===== src/rtl/div_unit.sv =====
// Purpose : 32-bit RISC-V style divider (DIV/DIVU/REM/REMU), restoring shift-subtract, one bit per cycle.
// Latency : 33 cycles from accepted start to done; 1 cycle for divide-by-zero and signed overflow.
// Backpr. : no queueing; start is accepted only while busy=0, otherwise it is dropped.
//
// Ports:
//   clk      - rising-edge clock
//   rst_n    - asynchronous active-low reset
//   start    - request pulse, sampled only while busy=0
//   op       - 00 DIV, 01 DIVU, 10 REM, 11 REMU (sampled with start)
//   dividend - rs1 operand (sampled with start)
//   divisor  - rs2 operand (sampled with start)
//   busy     - high from the cycle after an accepted start through the done cycle
//   done     - one-cycle pulse, result valid in this cycle
//   result   - quotient or remainder, held from done until the next accepted start
module div_unit #(
    parameter int XLEN = 32   // only 32 is supported
) (
    input  logic            clk,
    input  logic            rst_n,
    input  logic            start,
    input  logic [1:0]      op,
    input  logic [XLEN-1:0] dividend,
    input  logic [XLEN-1:0] divisor,
    output logic            busy,
    output logic            done,
    output logic [XLEN-1:0] result
);

    typedef enum logic [1:0] {
        S_IDLE = 2'd0,
        S_CALC = 2'd1,
        S_FIN  = 2'd2
    } state_t;

    state_t          r_state;
    logic [4:0]      r_cnt;
    logic [XLEN:0]   r_rem;      // 33-bit partial remainder
    logic [XLEN-1:0] r_quo;      // dividend shifts out of the top, quotient bits shift in
    logic [XLEN-1:0] r_dvs;      // divisor magnitude
    logic            r_sel_rem;  // 1: result is remainder
    logic            r_neg_q;
    logic            r_neg_r;
    logic            r_fast;     // result already final, skip sign fix-up
    logic [XLEN-1:0] r_result;

    // Operand decode at accept time
    logic            w_signed;
    logic [XLEN-1:0] w_dvd_abs;
    logic [XLEN-1:0] w_dvs_abs;
    logic            w_div_zero;
    logic            w_overflow;

    assign w_signed   = ~op[0];
    // Two's-complement negation of 0x80000000 yields 0x80000000, read as unsigned 2^31.
    assign w_dvd_abs  = (w_signed && dividend[XLEN-1]) ? (~dividend + 1'b1) : dividend;
    assign w_dvs_abs  = (w_signed && divisor[XLEN-1])  ? (~divisor + 1'b1)  : divisor;
    assign w_div_zero = (divisor == '0);
    assign w_overflow = w_signed && (dividend == {1'b1, {(XLEN-1){1'b0}}}) && (divisor == '1);

    // One restoring iteration
    logic [XLEN:0]   w_shift;
    logic [XLEN:0]   w_diff;
    logic [XLEN:0]   w_rem_next;
    logic            w_q_bit;

    assign w_shift    = {r_rem[XLEN-1:0], r_quo[XLEN-1]};
    assign w_diff     = w_shift - {1'b0, r_dvs};
    assign w_q_bit    = ~w_diff[XLEN];   // no borrow: subtraction fits
    assign w_rem_next = w_q_bit ? w_diff : w_shift;

    // Sign fix-up, evaluated while in FIN
    logic [XLEN-1:0] w_q_fix;
    logic [XLEN-1:0] w_r_fix;
    logic [XLEN-1:0] w_fixed;

    assign w_q_fix = (r_fast || !r_neg_q) ? r_quo : (~r_quo + 1'b1);
    assign w_r_fix = (r_fast || !r_neg_r) ? r_rem[XLEN-1:0] : (~r_rem[XLEN-1:0] + 1'b1);
    assign w_fixed = r_sel_rem ? w_r_fix : w_q_fix;

    always_ff @(posedge clk or negedge rst_n) begin
        if (!rst_n) begin
            r_state   <= S_IDLE;
            r_cnt     <= '0;
            r_rem     <= '0;
            r_quo     <= '0;
            r_dvs     <= '0;
            r_sel_rem <= 1'b0;
            r_neg_q   <= 1'b0;
            r_neg_r   <= 1'b0;
            r_fast    <= 1'b0;
            r_result  <= '0;
        end else begin
            case (r_state)
                S_IDLE: begin
                    if (start) begin
                        r_sel_rem <= op[1];
                        r_neg_q   <= w_signed & (dividend[XLEN-1] ^ divisor[XLEN-1]);
                        r_neg_r   <= w_signed & dividend[XLEN-1];
                        r_dvs     <= w_dvs_abs;
                        r_cnt     <= 5'd31;
                        // Divide-by-zero is checked first so it wins over overflow.
                        if (w_div_zero) begin
                            r_fast  <= 1'b1;
                            r_quo   <= '1;
                            r_rem   <= {1'b0, dividend};
                            r_state <= S_FIN;
                        end else if (w_overflow) begin
                            r_fast  <= 1'b1;
                            r_quo   <= {1'b1, {(XLEN-1){1'b0}}};
                            r_rem   <= '0;
                            r_state <= S_FIN;
                        end else begin
                            r_fast  <= 1'b0;
                            r_quo   <= w_dvd_abs;
                            r_rem   <= '0;
                            r_state <= S_CALC;
                        end
                    end
                end
                S_CALC: begin
                    r_rem <= w_rem_next;
                    r_quo <= {r_quo[XLEN-2:0], w_q_bit};
                    r_cnt <= r_cnt - 5'd1;
                    if (r_cnt == 5'd0) begin
                        r_state <= S_FIN;
                    end
                end
                S_FIN: begin
                    r_result <= w_fixed;
                    r_state  <= S_IDLE;
                end
                default: begin
                    r_state <= S_IDLE;
                end
            endcase
        end
    end

    assign busy   = (r_state != S_IDLE);
    assign done   = (r_state == S_FIN);
    // In FIN the fixed-up value is shown directly; it is captured into r_result for holding.
    assign result = (r_state == S_FIN) ? w_fixed : r_result;

endmodule

===== config.mk =====
export PLATFORM = sky130hd
export DESIGN_NAME = div_unit
export DESIGN_NICKNAME = d
export VERILOG_FILES = /design/src/rtl/div_unit.sv
export SDC_FILE = /design/constraint.sdc
export NUM_CORES = 1
export LEC_CHECK = 0
export CAP_MARGIN = 40
export CORE_MARGIN = 1.5
export CORE_UTILIZATION = 56
export CTS_CLUSTER_SIZE = 14
export DETAILED_ROUTE_END_ITERATION = 10
export PLACE_DENSITY_LB_ADDON = 0.08
export SYNTH_ARGS = -nofsm -noshare
export SYNTH_HDL_FRONTEND = slang
export SYNTH_SLANG_ARGS = --single-unit

===== constraint.sdc =====
create_clock -name clk -period 8.85 [get_ports clk]
set_clock_uncertainty 0.2 [all_clocks]
set_input_delay 2.2125 -clock clk [delete_from_list [all_inputs] [get_ports clk]]
set_output_delay 2.2125 -clock clk [all_outputs]
set_load 0.01 [all_outputs]

==> run_results.csv <==
group,metric,value,unit
cts,clk_pin_slew,0.07,ns
cts,cts.path.max_buffers,2,
floorplan,fp.dieW,144,µm
run_status,status,"finished clean",
critical_path,r2r_slack,3.95,ns
sta,holdWs,0.276,ns
hold_path,hold_path.class,"flip-flop to flip-flop",
floorplan,io_pins,103,
synth,yosys.area.top_type,"dfrtp_1",
sta,maxSlewViolCount,0,
synth,synth-seq-area-share,31.3,%
pwr,p_leak,5.26,nW
synth,syn_nets,1546,
critical_path,crit_slowest_cell,"clkdlybuf4s50_1",
place,numPortBuffers,102,
grt,grt_use_total,32.0,%
cts,cts_htree_levels,4,
sta,grt_setup_unrepaired,"false",
critical_path,worstSetupPathType,"flip-flop to primary output",
route,postRouteAntennaNets,0,
sta,hold_violations,0,
grt,grt_pass1_vias,9714,
job,maxCapViolCount,0,
synth,async_flop_share,100,%
final_layout,final_cell_mix,"nand2_1 (163), o21ai_0 (153), dfrtp_1 (139)",
synth,synth_cells,1437,
sta,final.period_utilization,73.3,%
final_layout,final_util,66.3,%
floorplan,die_h,144,µm
critical_path,cp.arrival,4.08,ns
synth,ys_seq_elements,139,
hold_path,min_from,"r_dvs[22]",
cts,cts_sinks,139,
grt,antenna_found_initial,0,
route,drc,0,
final_layout,nets,1604,
cts,cts_tree,"built",
sta,fmaxAchievable,0.154,GHz
final_layout,antennaDiodeCount,0,
cts,hold_buffers,0,
critical_path,rr_startpoint,"r_quo[31]",
sta,setup_slack,2.36,ns
critical_path,reg2reg_depth,12,
synth,synth_area,11100,µm²
cts,cts_made_buffers,17,
route,via_per_inst,6.12,
route,drtIter0Drc,969,
synth,ys.flop_type,"dfrtp_1",
cts,cts_root_buf,"clkbuf_16",
critical_path,cp_top_family,"simple AND/OR/NAND/NOR gates",
critical_path,crit_path_end_kind,"primary output",
route,vias,10842,
synth,yosys.cell_types.count,69,
synth,syn_avg_cell_area,7.72,µm²
synth,synth_top_area_share,31.3,%
sta,max_slew_margin,37.9,%
sta,min_period,6.49,ns
cts,clk_latency,0.44,ns
floorplan,dieArea,20700,µm²
pwr,finalPower,0.00537,W
cts,cts_setup_buffers,0,
final_layout,drive_gt1_share,5.77,%
grt,grt_max_degree,92,
final_layout,area_growth,16.2,%
route,dr.pass1.iters,5,
place,pre_cts_ws,2.74,ns
synth,synth_area_leaders,"dfrtp_1 (31%), o21ai_0 (6.9%), xnor2_1 (6.8%), a21oi_1 (6.1%), nand2_1 (5.5%)",
critical_path,r2r_end,"r_rem[29]",
critical_path,start_kind,"flip-flop",
cts,cts.repair.resized,0,
sta,tns,0,ns
grt,grt_first_pass_wirelength,51400,µm
pwr,vdd_drop_max,0.000168,V
hold_path,hold_path_depth,2,
critical_path,cp.required,6.44,ns
route,routed_wl,32800,µm
synth,yosysWarningCount,0,
floorplan,core-area,19500,µm²
floorplan,start_util,57.0,%
place,place_congestion,0.968,
synth,synth-edff-count,0,
floorplan,rows,51,
final_layout,final_common_cell,"nand2_1",
sta,worst_pin_slew,0.923,ns
hold_path,holdPathEnd,"r_dvs[22]",
grt,overflow,0,
critical_path,critPathMaxStageDelay,0.58,ns
pwr,p_per_area,416,nW/µm²
sta,setup_violations,0,
critical_path,cp_max_fo,5,
critical_path,worstPathCellList,"or3_1, or3_1, nor3_1, nand2_1, o21ai_0, o21ai_0, xor2_1, nand3_1, o211ai_1, clkdlybuf4s50_1",
route,routedWlPerCell,18.5,µm
critical_path,path_buf_inv,1,
place,dp.final_hpwl,24700,µm
-- Yosys cell counts (6+ instances only) --
library cell / count
a2111oi_2: 9
a211oi_1: 6
o21ai_0: 153
xnor2_1: 86
mux2i_1: 7
a21o_1: 7
o31ai_1: 19
o22a_1: 7
clkbuf_1: 73
xor2_1: 53
o211ai_1: 18
nor3_1: 32
inv_1: 61
buf_1: 9
a2111oi_0: 6
nand2b_1: 17
or4_1: 11
and2_1: 6
nand4_1: 16
o41ai_1: 11
o22ai_1: 22
a211o_1: 8
and3_1: 18
dfrtp_1: 139
nor4_1: 16
or3_1: 19
o21a_1: 6
nor2b_1: 9
ha_1: 39
nand2_1: 164
nor2_1: 133
nand3_1: 40
a21oi_1: 135
a31oi_1: 18
-- worst max-delay path by stage --
stage,start,to,cells after the start
finish,r_rem[5],result[26],10
global route,r_rem[5],result[26],10
CTS,r_rem[5],result[26],10
detailed placement,dividend[5],r_quo[23],9
global placement,dividend[6],r_quo[9],9
floorplan,dividend[6],r_quo[13],10
-- power by group --
part           switching [W]  internal, W  total (W)
Clock               0.000316     0.000378   0.000694
Sequential          0.000350     0.000921    0.00127
Combinational        0.00197      0.00144    0.00341
-- worst reg2reg max path, cell delays in order, from the launching register on --
cell and delay (ns):
dfrtp_1 0.32, inv_1 0.17, ha_1 0.30, fa_1 0.38, nand2b_1 0.21, a21oi_1 0.21
o21ai_0 0.21, o21ai_0 0.62, a31o_2 0.31, o21a_1 0.59, nand2_1 0.57, nor4_1 0.54
o21ai_0 0.15
-- registers in the layout, summed over array words and instances (netlist names) --
name	count
r_cnt	5
r_dvs	32
r_fast	1
r_neg_q	1
r_neg_r	1
r_quo	32
r_rem	32
r_result	32
r_sel_rem	1
r_state	2
-- layout make-up --
class	count	area (µm²)
inverters	62	233
clock buffers	18	439
repair buffers	124	1200
clock inverters	14	133
well taps	265	332
flip-flops and latches	139	3480
multi-input cells	1151	7080
fillers	1711	6570
-- per-layer routing --
metal	vias to the layer above	part of all wire [%]	GRT usage, %
li1	5284	-	-
met5	-	0	0
met3	58	5.7	5.40
met2	387	46	51.0
met4	0	2.3	9.40
met1	5113	46	44.6
-- through the flow --
step	instances	area (µm²)
after global routing	1773	12900
after detailed placement	1741	12300
after floorplan	1437	11100
final	1773	12900
after global placement	1735	12300
after CTS	1773	12900
-- cells by family (layout without fill, tap and decap cells) --
kind of cell | count (synthesis) | count (layout) | share of synthesized area [%]
AO/OA/AOI/OAI | 465 | 465 | 26.1
multiplexers | 10 | 10 | 0.936
flip-flops | 139 | 139 | 31.3
buffers and inverters | 147 | 218 | 5.08
XOR/XNOR | 139 | 139 | 11.0
adder cells (fa/ha/maj) | 40 | 40 | 4.58
AND/OR/NAND/NOR | 497 | 497 | 21.0
Power figures use the tool's default switching activity.
